File: src/rtl/min_accumulate_if.sv
// min_accumulate_if: beat input stream plus single-register result output of min_accumulate.
// Optional oindex signal present only when MINACC_INDEX_EN is defined.
`default_nettype none

interface min_accumulate_if #(
    parameter int CW = 16
);
    logic [15:0]   idata;
    logic          ivalid;
    logic          iready;
    logic          istart;
    logic          ilast;
    logic [15:0]   odata;
    logic [CW-1:0] ocount;
`ifdef MINACC_INDEX_EN
    logic [CW-1:0] oindex;
`endif
    logic          ovalid;
    logic          oready;

`ifdef MINACC_INDEX_EN
    modport master (
        output idata, ivalid, istart, ilast, oready,
        input  iready, odata, ocount, oindex, ovalid
    );
    modport slave (
        input  idata, ivalid, istart, ilast, oready,
        output iready, odata, ocount, oindex, ovalid
    );
`else
    modport master (
        output idata, ivalid, istart, ilast, oready,
        input  iready, odata, ocount, ovalid
    );
    modport slave (
        input  idata, ivalid, istart, ilast, oready,
        output iready, odata, ocount, ovalid
    );
`endif

endinterface

`default_nettype wire

File: src/rtl/min_accumulate.sv
// min_accumulate: folds framed fp16 beats into a per-packet minimum with beat count.
// MINACC_INDEX_EN adds the first-occurrence index of the minimum (oindex).
`default_nettype none

module min_accumulate #(
    parameter int CW = 16
) (
    input  wire logic      aclk,
    input  wire logic      areset,
    min_accumulate_if.slave bus
);

    typedef enum logic [0:0] {
        S_IDLE  = 1'b0,
        S_ACCUM = 1'b1
    } state_t;

    localparam logic [15:0]   C_POS_INF = 16'h7C00;
    localparam logic [CW-1:0] C_CNT_MAX = '1;
    localparam logic [CW-1:0] C_CNT_ONE = {{(CW-1){1'b0}}, 1'b1};

    state_t        state_q, state_d;
    logic [15:0]   acc_q, acc_d;
    logic [CW-1:0] cnt_q, cnt_d;
    logic [15:0]   odata_q, odata_d;
    logic [CW-1:0] ocount_q, ocount_d;
    logic          ovalid_q, ovalid_d;
`ifdef MINACC_INDEX_EN
    logic [CW-1:0] idx_q, idx_d;
    logic [CW-1:0] oindex_q, oindex_d;
`endif

    logic          w_iready;
    logic          w_beat;
    logic          w_nan;
    logic          w_less;
    logic          w_pub;
    logic [CW-1:0] w_cnt_inc;

    // Map fp16 onto an unsigned key whose order is -inf < ... < -0 < +0 < ... < +inf
    function automatic logic [15:0] fp_key(input logic [15:0] x);
        return x[15] ? ~x : (x ^ 16'h8000);
    endfunction

    assign w_iready  = !areset && !(ovalid_q && !bus.oready);
    assign w_beat    = bus.ivalid && w_iready;
    assign w_nan     = (bus.idata[14:10] == 5'h1F) && (bus.idata[9:0] != 10'd0);
    assign w_less    = fp_key(bus.idata) < fp_key(acc_q);
    assign w_cnt_inc = (cnt_q == C_CNT_MAX) ? cnt_q : cnt_q + C_CNT_ONE;

    always_comb begin
        state_d = state_q;
        acc_d   = acc_q;
        cnt_d   = cnt_q;
`ifdef MINACC_INDEX_EN
        idx_d   = idx_q;
`endif
        w_pub   = 1'b0;

        if (w_beat) begin
            if (bus.istart) begin
                // istart always opens a fresh packet, discarding any partial fold
                acc_d   = w_nan ? C_POS_INF : bus.idata;
                cnt_d   = C_CNT_ONE;
`ifdef MINACC_INDEX_EN
                idx_d   = '0;
`endif
                w_pub   = bus.ilast;
                state_d = bus.ilast ? S_IDLE : S_ACCUM;
            end else if (state_q == S_ACCUM) begin
                cnt_d = w_cnt_inc;
                if (!w_nan && w_less) begin
                    acc_d = bus.idata;
`ifdef MINACC_INDEX_EN
                    idx_d = cnt_q;
`endif
                end
                if (bus.ilast) begin
                    w_pub   = 1'b1;
                    state_d = S_IDLE;
                end
            end
        end

        ovalid_d = ovalid_q;
        odata_d  = odata_q;
        ocount_d = ocount_q;
`ifdef MINACC_INDEX_EN
        oindex_d = oindex_q;
`endif
        if (w_pub) begin
            ovalid_d = 1'b1;
            odata_d  = acc_d;
            ocount_d = cnt_d;
`ifdef MINACC_INDEX_EN
            oindex_d = idx_d;
`endif
        end else if (ovalid_q && bus.oready) begin
            ovalid_d = 1'b0;
        end
    end

    always_ff @(posedge aclk or posedge areset) begin
        if (areset) begin
            state_q  <= S_IDLE;
            acc_q    <= C_POS_INF;
            cnt_q    <= '0;
            ovalid_q <= 1'b0;
            odata_q  <= 16'h0000;
            ocount_q <= '0;
`ifdef MINACC_INDEX_EN
            idx_q    <= '0;
            oindex_q <= '0;
`endif
        end else begin
            state_q  <= state_d;
            acc_q    <= acc_d;
            cnt_q    <= cnt_d;
            ovalid_q <= ovalid_d;
            odata_q  <= odata_d;
            ocount_q <= ocount_d;
`ifdef MINACC_INDEX_EN
            idx_q    <= idx_d;
            oindex_q <= oindex_d;
`endif
        end
    end

    assign bus.iready = w_iready;
    assign bus.ovalid = ovalid_q;
    assign bus.odata  = odata_q;
    assign bus.ocount = ocount_q;
`ifdef MINACC_INDEX_EN
    assign bus.oindex = oindex_q;
`endif

endmodule

`default_nettype wire
File: src/flat_wrapper.sv
// flat-port wrapper written by rule: the top's interface ports become plain ports
module min_accumulate_flat 
#(
    parameter int CW = 16
)
  (aclk, areset, bus_idata, bus_ivalid, bus_istart, bus_ilast, bus_oready, bus_iready, bus_odata, bus_ocount, bus_ovalid);
  min_accumulate_if #(.CW(CW)) bus_i ();
  input  wire logic aclk;
  input  wire logic areset;
  input wire logic [$bits(bus_i.idata)-1:0] bus_idata;
  input wire logic [$bits(bus_i.ivalid)-1:0] bus_ivalid;
  input wire logic [$bits(bus_i.istart)-1:0] bus_istart;
  input wire logic [$bits(bus_i.ilast)-1:0] bus_ilast;
  input wire logic [$bits(bus_i.oready)-1:0] bus_oready;
  output wire logic [$bits(bus_i.iready)-1:0] bus_iready;
  output wire logic [$bits(bus_i.odata)-1:0] bus_odata;
  output wire logic [$bits(bus_i.ocount)-1:0] bus_ocount;
  output wire logic [$bits(bus_i.ovalid)-1:0] bus_ovalid;
  assign bus_i.idata = bus_idata;
  assign bus_i.ivalid = bus_ivalid;
  assign bus_i.istart = bus_istart;
  assign bus_i.ilast = bus_ilast;
  assign bus_i.oready = bus_oready;
  assign bus_iready = bus_i.iready;
  assign bus_odata = bus_i.odata;
  assign bus_ocount = bus_i.ocount;
  assign bus_ovalid = bus_i.ovalid;
  min_accumulate #(.CW(CW)) u_core (.aclk(aclk), .areset(areset), .bus(bus_i));
endmodule
File: config.mk
export PLATFORM = sky130hd
export DESIGN_NAME = min_accumulate_flat
export DESIGN_NICKNAME = d
export VERILOG_FILES = /design/src/rtl/min_accumulate_if.sv /design/src/rtl/min_accumulate.sv /design/src/flat_wrapper.sv
export SDC_FILE = /design/constraint.sdc
export NUM_CORES = 1
export LEC_CHECK = 0
export ABC_AREA = 1
export CAP_MARGIN = 30
export CORE_MARGIN = 5
export CORE_UTILIZATION = 47
export CTS_CLUSTER_DIAMETER = 80
export DETAILED_ROUTE_END_ITERATION = 10
export GPL_ROUTABILITY_DRIVEN = 0
export GPL_TIMING_DRIVEN = 0
export PLACE_DENSITY = 0.79
export SLEW_MARGIN = 10
export SYNTH_ARGS = -nofsm -noshare
export SYNTH_HDL_FRONTEND = slang
export SYNTH_SLANG_ARGS = --single-unit
File: constraint.sdc
create_clock -name aclk -period 3.6 [get_ports aclk]
set_clock_uncertainty 0.2 [all_clocks]
set_input_delay 0.72 -clock aclk [delete_from_list [all_inputs] [get_ports aclk]]
set_output_delay 0.72 -clock aclk [all_outputs]
set_load 0.005 [all_outputs]
# Word-level counts from Yosys, hierarchy flattened
# Index checks and enable logic that the tools add are counted.
[word_totals]
in_bits = 22
output_inout_bits = 34
reg_bits = 66
elab_cells = 46
[op_classes]
eq_ne = 2
magnitude_cmp = 1
n_bitwise = 4
n_mux = 20
reduce_logical = 12
add_sub_neg = 1
[ops]
columns = ["op", "n"]
rows = [
  ["$mux W16", 11],
  ["$not A16 Y16", 2],
  ["$add A16 B1 Y16 const B", 1],
  ["$eq A16 B16 Y1 const B", 1],
  ["$lt A16 B16 Y1", 1],
  ["$reduce_bool A10 Y1", 1],
  ["$mux W1", 9],
  ["$logic_and A1 B1 Y1", 6],
  ["$eq A5 B5 Y1 const B", 1],
  ["$logic_not A1 Y1", 4],
  ["$not A1 Y1", 2],
  ["$reduce_bool A2 Y1", 1],
]

# Longest topological paths before layout
# Gate-level depths: netlist of the first run.
[depth]
depth_word = 8
ltp_mapped = 21
ltp_nobuf = 19

# Least setup slack after synthesis of the first run
# No wires, ideal clock.
[synth_path]
path_type = "input -> register"
start = "input bus_idata[15]"
end = "register u_core.odata_q[0], in the netlist u_core.bus.odata[0]"
slack_ns = 0.512
path_stages = 17
setup_time_ns = 0.118
arrival_ns = 2.771
cell_sequence = "buf_6 > buf_1 > xor2_1 > ha_1 > a21oi_1 > nor2_1 > a211oi_1 > nand2_1 > nand2_1 > nand2_2 > nand2_4 > buf_4 > nand3_1 > nand3_2 > nand2_1 > nand3_1 > nand2_1"
[synth_between]
elab_chain_len = 8
word_cells_on_any_way = 9
cone_classes = "order compare: 1; mux: 5; bitwise: 2; reduce/logical: 1"
[synth_lines]
columns = ["item", "line", "source"]
rows = [
  ["start: declaration", "flat_wrapper.sv:10", "input wire logic [$bits(bus_i.idata)-1:0] bus_idata;"],
  ["$not A1 Y1 (no source line) or $not A16 Y16 (tied branches)", "-", ""],
  ["$mux W16 *", "min_accumulate.sv:42", "return x[15] ? ~x : (x ^ 16'h8000);"],
  ["$lt A16 B16 Y1 *", "min_accumulate.sv:48", "assign w_less = fp_key(bus.idata) < fp_key(acc_q);"],
  ["$logic_and A1 B1 Y1 *", "min_accumulate.sv:72", "if (!w_nan && w_less) begin"],
  ["$mux W16 *", "min_accumulate.sv:72", ""],
  ["$mux W16 *", "min_accumulate.sv:70", "end else if (state_q == S_ACCUM) begin"],
  ["$mux W16 *", "min_accumulate.sv:61", "if (bus.istart) begin"],
  ["$mux W16 *", "min_accumulate.sv:60", "if (w_beat) begin"],
  ["end signal: assignment", "min_accumulate.sv:120", "odata_q <= odata_d;"],
  ["end: declaration", "min_accumulate.sv:25", "logic [15:0] odata_q, odata_d;"],
]
# Every way passes the cells marked *; elsewhere a longest branch is shown, timed or not.
# A chain may end at the register's enable or synchronous reset.

# Final worst setup path of the first run
[layout_path]
start = "register u_core.acc_q[15]"
end = "register u_core.odata_q[5], in the netlist u_core.bus.odata[5]"
[layout_between]
elab_chain_len = 8
word_cells_on_any_way = 9
cone_classes = "order compare: 1; mux: 5; bitwise: 2; reduce/logical: 1"
[layout_lines]
columns = ["item", "line", "source"]
rows = [
  ["start: declaration", "min_accumulate.sv:23", "logic [15:0] acc_q, acc_d;"],
  ["start signal: assignment", "min_accumulate.sv:106", "acc_q <= C_POS_INF;"],
  ["start signal: assignment", "min_accumulate.sv:117", "acc_q <= acc_d;"],
  ["$not A1 Y1 (no source line) or $not A16 Y16 (tied branches)", "-", ""],
  ["$mux W16 *", "min_accumulate.sv:42", ""],
  ["$lt A16 B16 Y1 *", "min_accumulate.sv:48", ""],
  ["$logic_and A1 B1 Y1 *", "min_accumulate.sv:72", ""],
  ["$mux W16 *", "min_accumulate.sv:72", ""],
  ["$mux W16 *", "min_accumulate.sv:70", ""],
  ["$mux W16 *", "min_accumulate.sv:61", ""],
  ["$mux W16 *", "min_accumulate.sv:60", ""],
]
# Marks and branches as above.

==> metrics.md, run 1 <==
| Metric | Value |
|---|---|
| Number of synthesized register bits | `66` |
| Crit-path max FO | `10` |
| Via count | `3,701` |
| Library cells used by synthesis | `44` |
| Tcrit/Tclk final | `89.8%` |
| Tmin final | `3.23 ns` |
| Gate power share | `35.9%` |
| Area grow syn2layout | `22.9%` |
| Hold Vio Cnt, Final | `0` |
| Ant. Diodes | `0` |
| DIE HEIGHT | `103 um` |
| Post-CTS resize count | `0` |
| Ys async rst share | `100%` |
| Cell mode on critical path | `nand2_1` |
| Post-synthesis cell count | `519` |
| Initial Utilization | `47.4%` |
| Worst R2R End | `u_core.bus.odata[5]` |
| Status | `finished, final reports clean` |
| Setup-failing EPs final | `0` |
| Clock buffer depth | `2` |
| RSZ-0062 raised after global routing | `false` |
| Reg2reg start | `u_core.acc_q[15]` |
| H-tree depth | `3` |
| CP Capture Type | `register` |
| Hold path startpoint | `u_core.bus.ocount[15]` |
| Total wire length | `10.3 mm` |
| Drt wl/cell | `14.8 um` |
| Total net switching power | `0.913 mW` |
| Power Internal | `1.88 mW` |
| Total gr overflow | `0` |
| Clock transition at path regs | `0.08 ns` |
| Initial antenna violation count | `0` |
| Initial drt markers | `197` |
| CTS tree | `yes` |
| IO buf count | `54` |
| Ys flop type | `dfrtp_1` |
| Global-route wire length before repair | `17.0 mm` |
| Synthesized area per cell | `7.85 um^2` |
| Nets@finish | `622` |
| CTS sink cnt | `66` |
| Sequential Area | `1660 um^2` |
| Max Cap Viol | `0` |
| Sequential share of power | `35.9%` |
| Layout cells sized above 1 | `10.7%` |
| Min-Delay Path Class | `register to register` |
| Synth warn | `0` |
| Clk_lat worst skew | `0.35 ns` |
| EDFF count, synth | `0` |
| Root Driver | `clkbuf_8` |
| Hold-fix buffers at CTS | `0` |
| Worst slew pin tran | `0.814 ns` |
| Fin. max-slew vios | `0` |
| Worst Setup Slack, final | `0.367 ns` |
| Die width | `103 um` |
| Hpwl dp | `7.48 mm` |
| Std cell rows | `34` |
| Startpoint Class | `register` |
| Sequential area share after synthesis | `40.7%` |
| Worst EP required | `3.64 ns` |
| Clk network pwr share | `28.2%` |
| First-pass iteration count of the detailed router | `5` |
| Worst reg-to-reg path cell count | `17` |
| Worst-path cell chain | `buf_6 -> clkbuf_1 -> xnor2_1 -> ha_1 -> a21oi_1 -> nor2_1 -> a211oi_1 -> nand2_1 -> nand2_1 -> nand2_2 -> nand2_4 -> buf_4 -> nand3_1 -> nand3_2 -> nand2_1 -> nand3_1 -> nand2_1` |
| PwrDens | `558 nW/um^2` |
| DR vias/cell | `5.31` |
| Vias in the first global route | `3,655` |
| WHS Endpoint | `u_core.bus.ocount[15]` |
| Slew margin rel. | `45.8%` |
| Largest net degree at the start of global routing | `67` |
| Sw Ratio | `32.7%` |
| Total power | `2.79 mW` |
| Crit Path Class | `register to register` |
| Fmax | `309 MHz` |
| CP max stage cell | `clkbuf_1` |
| Final Util | `58.2%` |
| Peak VDD IR | `259 uV` |
| WP data arrival | `3.28 ns` |
| Fin Hold WS | `0.279 ns` |
| Post-Syn Area | `4070 um^2` |
| Flop-to-flop setup slack | `0.37 ns` |
| DRC | `0` |
| Fill cell count | `742` |
| Crit path largest cell delay | `0.60 ns` |
| Routed Antenna Nets | `0` |
| Footprint of the multi-input gates | `2070 um^2` |
| Setup Fix Bufs, Post-CTS | `0` |
| GRT Overall Usage | `20.5%` |
| Leakage | `2.42 nW` |
| CTS Buf Count | `9` |
| Ports | `56` |
| Core area | `8590 um^2` |
| Hold path cells | `2` |
| Die area | `10,600 um^2` |
| Pre-CTS WS | `0.0491 ns` |
| Post-Syn Nets | `557` |
-- synthesized netlist by cell type (3+ instances only) --
library cell,n,share of area (%)
buf_6,3,0.83
buf_2,5,0.61
dfstp_2,5,3.2
nand3_1,46,5.7
a21boi_1,7,1.3
o21ai_0,11,1.4
nor2_1,26,2.4
dfrtp_1,61,37
a21boi_0,4,0.74
nand4_1,4,0.61
xor2_1,18,3.9
xnor2_1,14,3.0
nand2_2,11,1.7
o21ai_1,3,0.37
a31oi_1,15,2.3
inv_2,3,0.28
inv_1,54,5.0
a21oi_1,11,1.4
ha_1,16,4.9
nor3_1,7,0.86
nand2_1,149,14
nand3_2,8,2.0
a22oi_1,3,0.55
clkbuf_1,9,0.83
-- area by class of cell --
| type | count | share of cell area (%) |
|---|---|---|
| sequential | 66 | 33.1 |
| multi-input combinational | 373 | 41.5 |
| clock inverter | 4 | 1.95 |
| inverter | 60 | 4.65 |
| timing repair buffer | 54 | 10.8 |
| buffer | 20 | 2.23 |
| clock buffer | 12 | 3.10 |
| tap | 108 | 2.70 |
-- worst max-delay path by stage --
| stage | start | endpoint |
|---|---|---|
| 6_report | u_core.acc_q[15] | u_core.bus.odata[5] |
| 5_1_grt | u_core.acc_q[15] | u_core.bus.odata[5] |
| 4_1_cts | u_core.acc_q[15] | u_core.bus.odata[5] |
| 3_5_place_dp | bus_idata[15] | u_core.bus.odata[5] |
| 3_3_place_gp | areset | u_core.bus.odata[13] |
| 2_1_floorplan | bus_idata[15] | u_core.bus.odata[0] |
-- power by group through the flow --
stage          sequential [mW]  clock (mW)  combinational [mW]
3_5_place_dp              1.01           0               0.991
5_1_grt                   1.02       0.837                1.13
4_1_cts                   1.00       0.797                1.01
2_1_floorplan             1.00           0               0.636
3_3_place_gp              1.01           0               0.954
6_report                  1.00       0.788                1.00
-- cell families after synthesis --
kind of cell    Yosys count  share of synthesized area, %
xor+xnor                 32                          6.88
fa+ha+maj                16                          4.91
simple gates            261                          29.0
flops                    66                          40.7
buf+inv                  80                          8.38
compound gates           64                          10.1
-- stage by stage --
step | std cells | area, um^2 | TNS (ns)
2_1_floorplan | 519 | 4070 | 0
3_3_place_gp | 681 | 4750 | -7.64
4_1_cts | 697 | 5000 | 0
6_report | 697 | 5000 | 0
5_1_grt | 697 | 5000 | 0
3_5_place_dp | 681 | 4750 | 0
-- state kept, by name, indices dropped and copies added, names as in the netlist --
| name | cells |
|---|---|
| u_core.acc_q | 16 |
| u_core.bus.ocount | 16 |
| u_core.bus.odata | 16 |
| u_core.bus.ovalid | 1 |
| u_core.cnt_q | 16 |
| u_core.state_q | 1 |
-- routing by layer --
layer | wire length, um | vias up | track usage, % | share of wire [%]
met5 | 0 | - | 0 | 0
met1 | 4480 | 1754 | 25.6 | 43
met2 | 5210 | 113 | 35.9 | 50
met3 | 511 | 15 | 3.38 | 4.9
met4 | 131 | 0 | 7.17 | 1.3
li1 | - | 1819 | - | -
-- layout by cell type, fill, tap and decap left out, types with 14 or more instances in the layout --
master             n
nor2_1            26
nand3_1           46
a31oi_1           15
xor2_1            18
ha_1              16
nand2_1          149
xnor2_1           14
dfrtp_1           61
inv_1             53
clkdlybuf4s50_1   54
-- worst max-delay path: cells and delay by family (launching register included) --
| kind | cells | cell delay [ns] |
|---|---|---|
| AOI/OAI and AO/OA | 2 | 0.32 |
| adders and majority gates | 1 | 0.32 |
| buffers and inverters | 3 | 0.95 |
| and+or+nand+nor | 10 | 0.82 |
| DFF | 1 | 0.38 |
| xor gates and xnor gates | 1 | 0.16 |
Note: power is estimated with default switching activity, not from simulation.
==> run 2, diff against run 1 <==
--- a/config.mk
+++ b/config.mk
@@ -14,6 +14,7 @@
 export GPL_ROUTABILITY_DRIVEN = 0
 export GPL_TIMING_DRIVEN = 0
 export PLACE_DENSITY = 0.79
+export SKIP_LAST_GASP = 1
 export SLEW_MARGIN = 10
 export SYNTH_ARGS = -nofsm -noshare
 export SYNTH_HDL_FRONTEND = slang
==> results of run 2 <==
Final layout, timing and power as in run 1 (identical DEF).
==> run 3, diff against run 2 <==
--- a/config.mk
+++ b/config.mk
@@ -6,13 +6,14 @@
 export NUM_CORES = 1
 export LEC_CHECK = 0
 export ABC_AREA = 1
-export CAP_MARGIN = 30
+export CAP_MARGIN = 10
 export CORE_MARGIN = 5
 export CORE_UTILIZATION = 47
 export CTS_CLUSTER_DIAMETER = 80
 export DETAILED_ROUTE_END_ITERATION = 10
 export GPL_ROUTABILITY_DRIVEN = 0
 export GPL_TIMING_DRIVEN = 0
+export HOLD_SLACK_MARGIN = 0.1
 export PLACE_DENSITY = 0.79
 export SKIP_LAST_GASP = 1
 export SLEW_MARGIN = 10
==> results of run 3 <==
Final layout, timing and power as in run 1 (identical DEF).
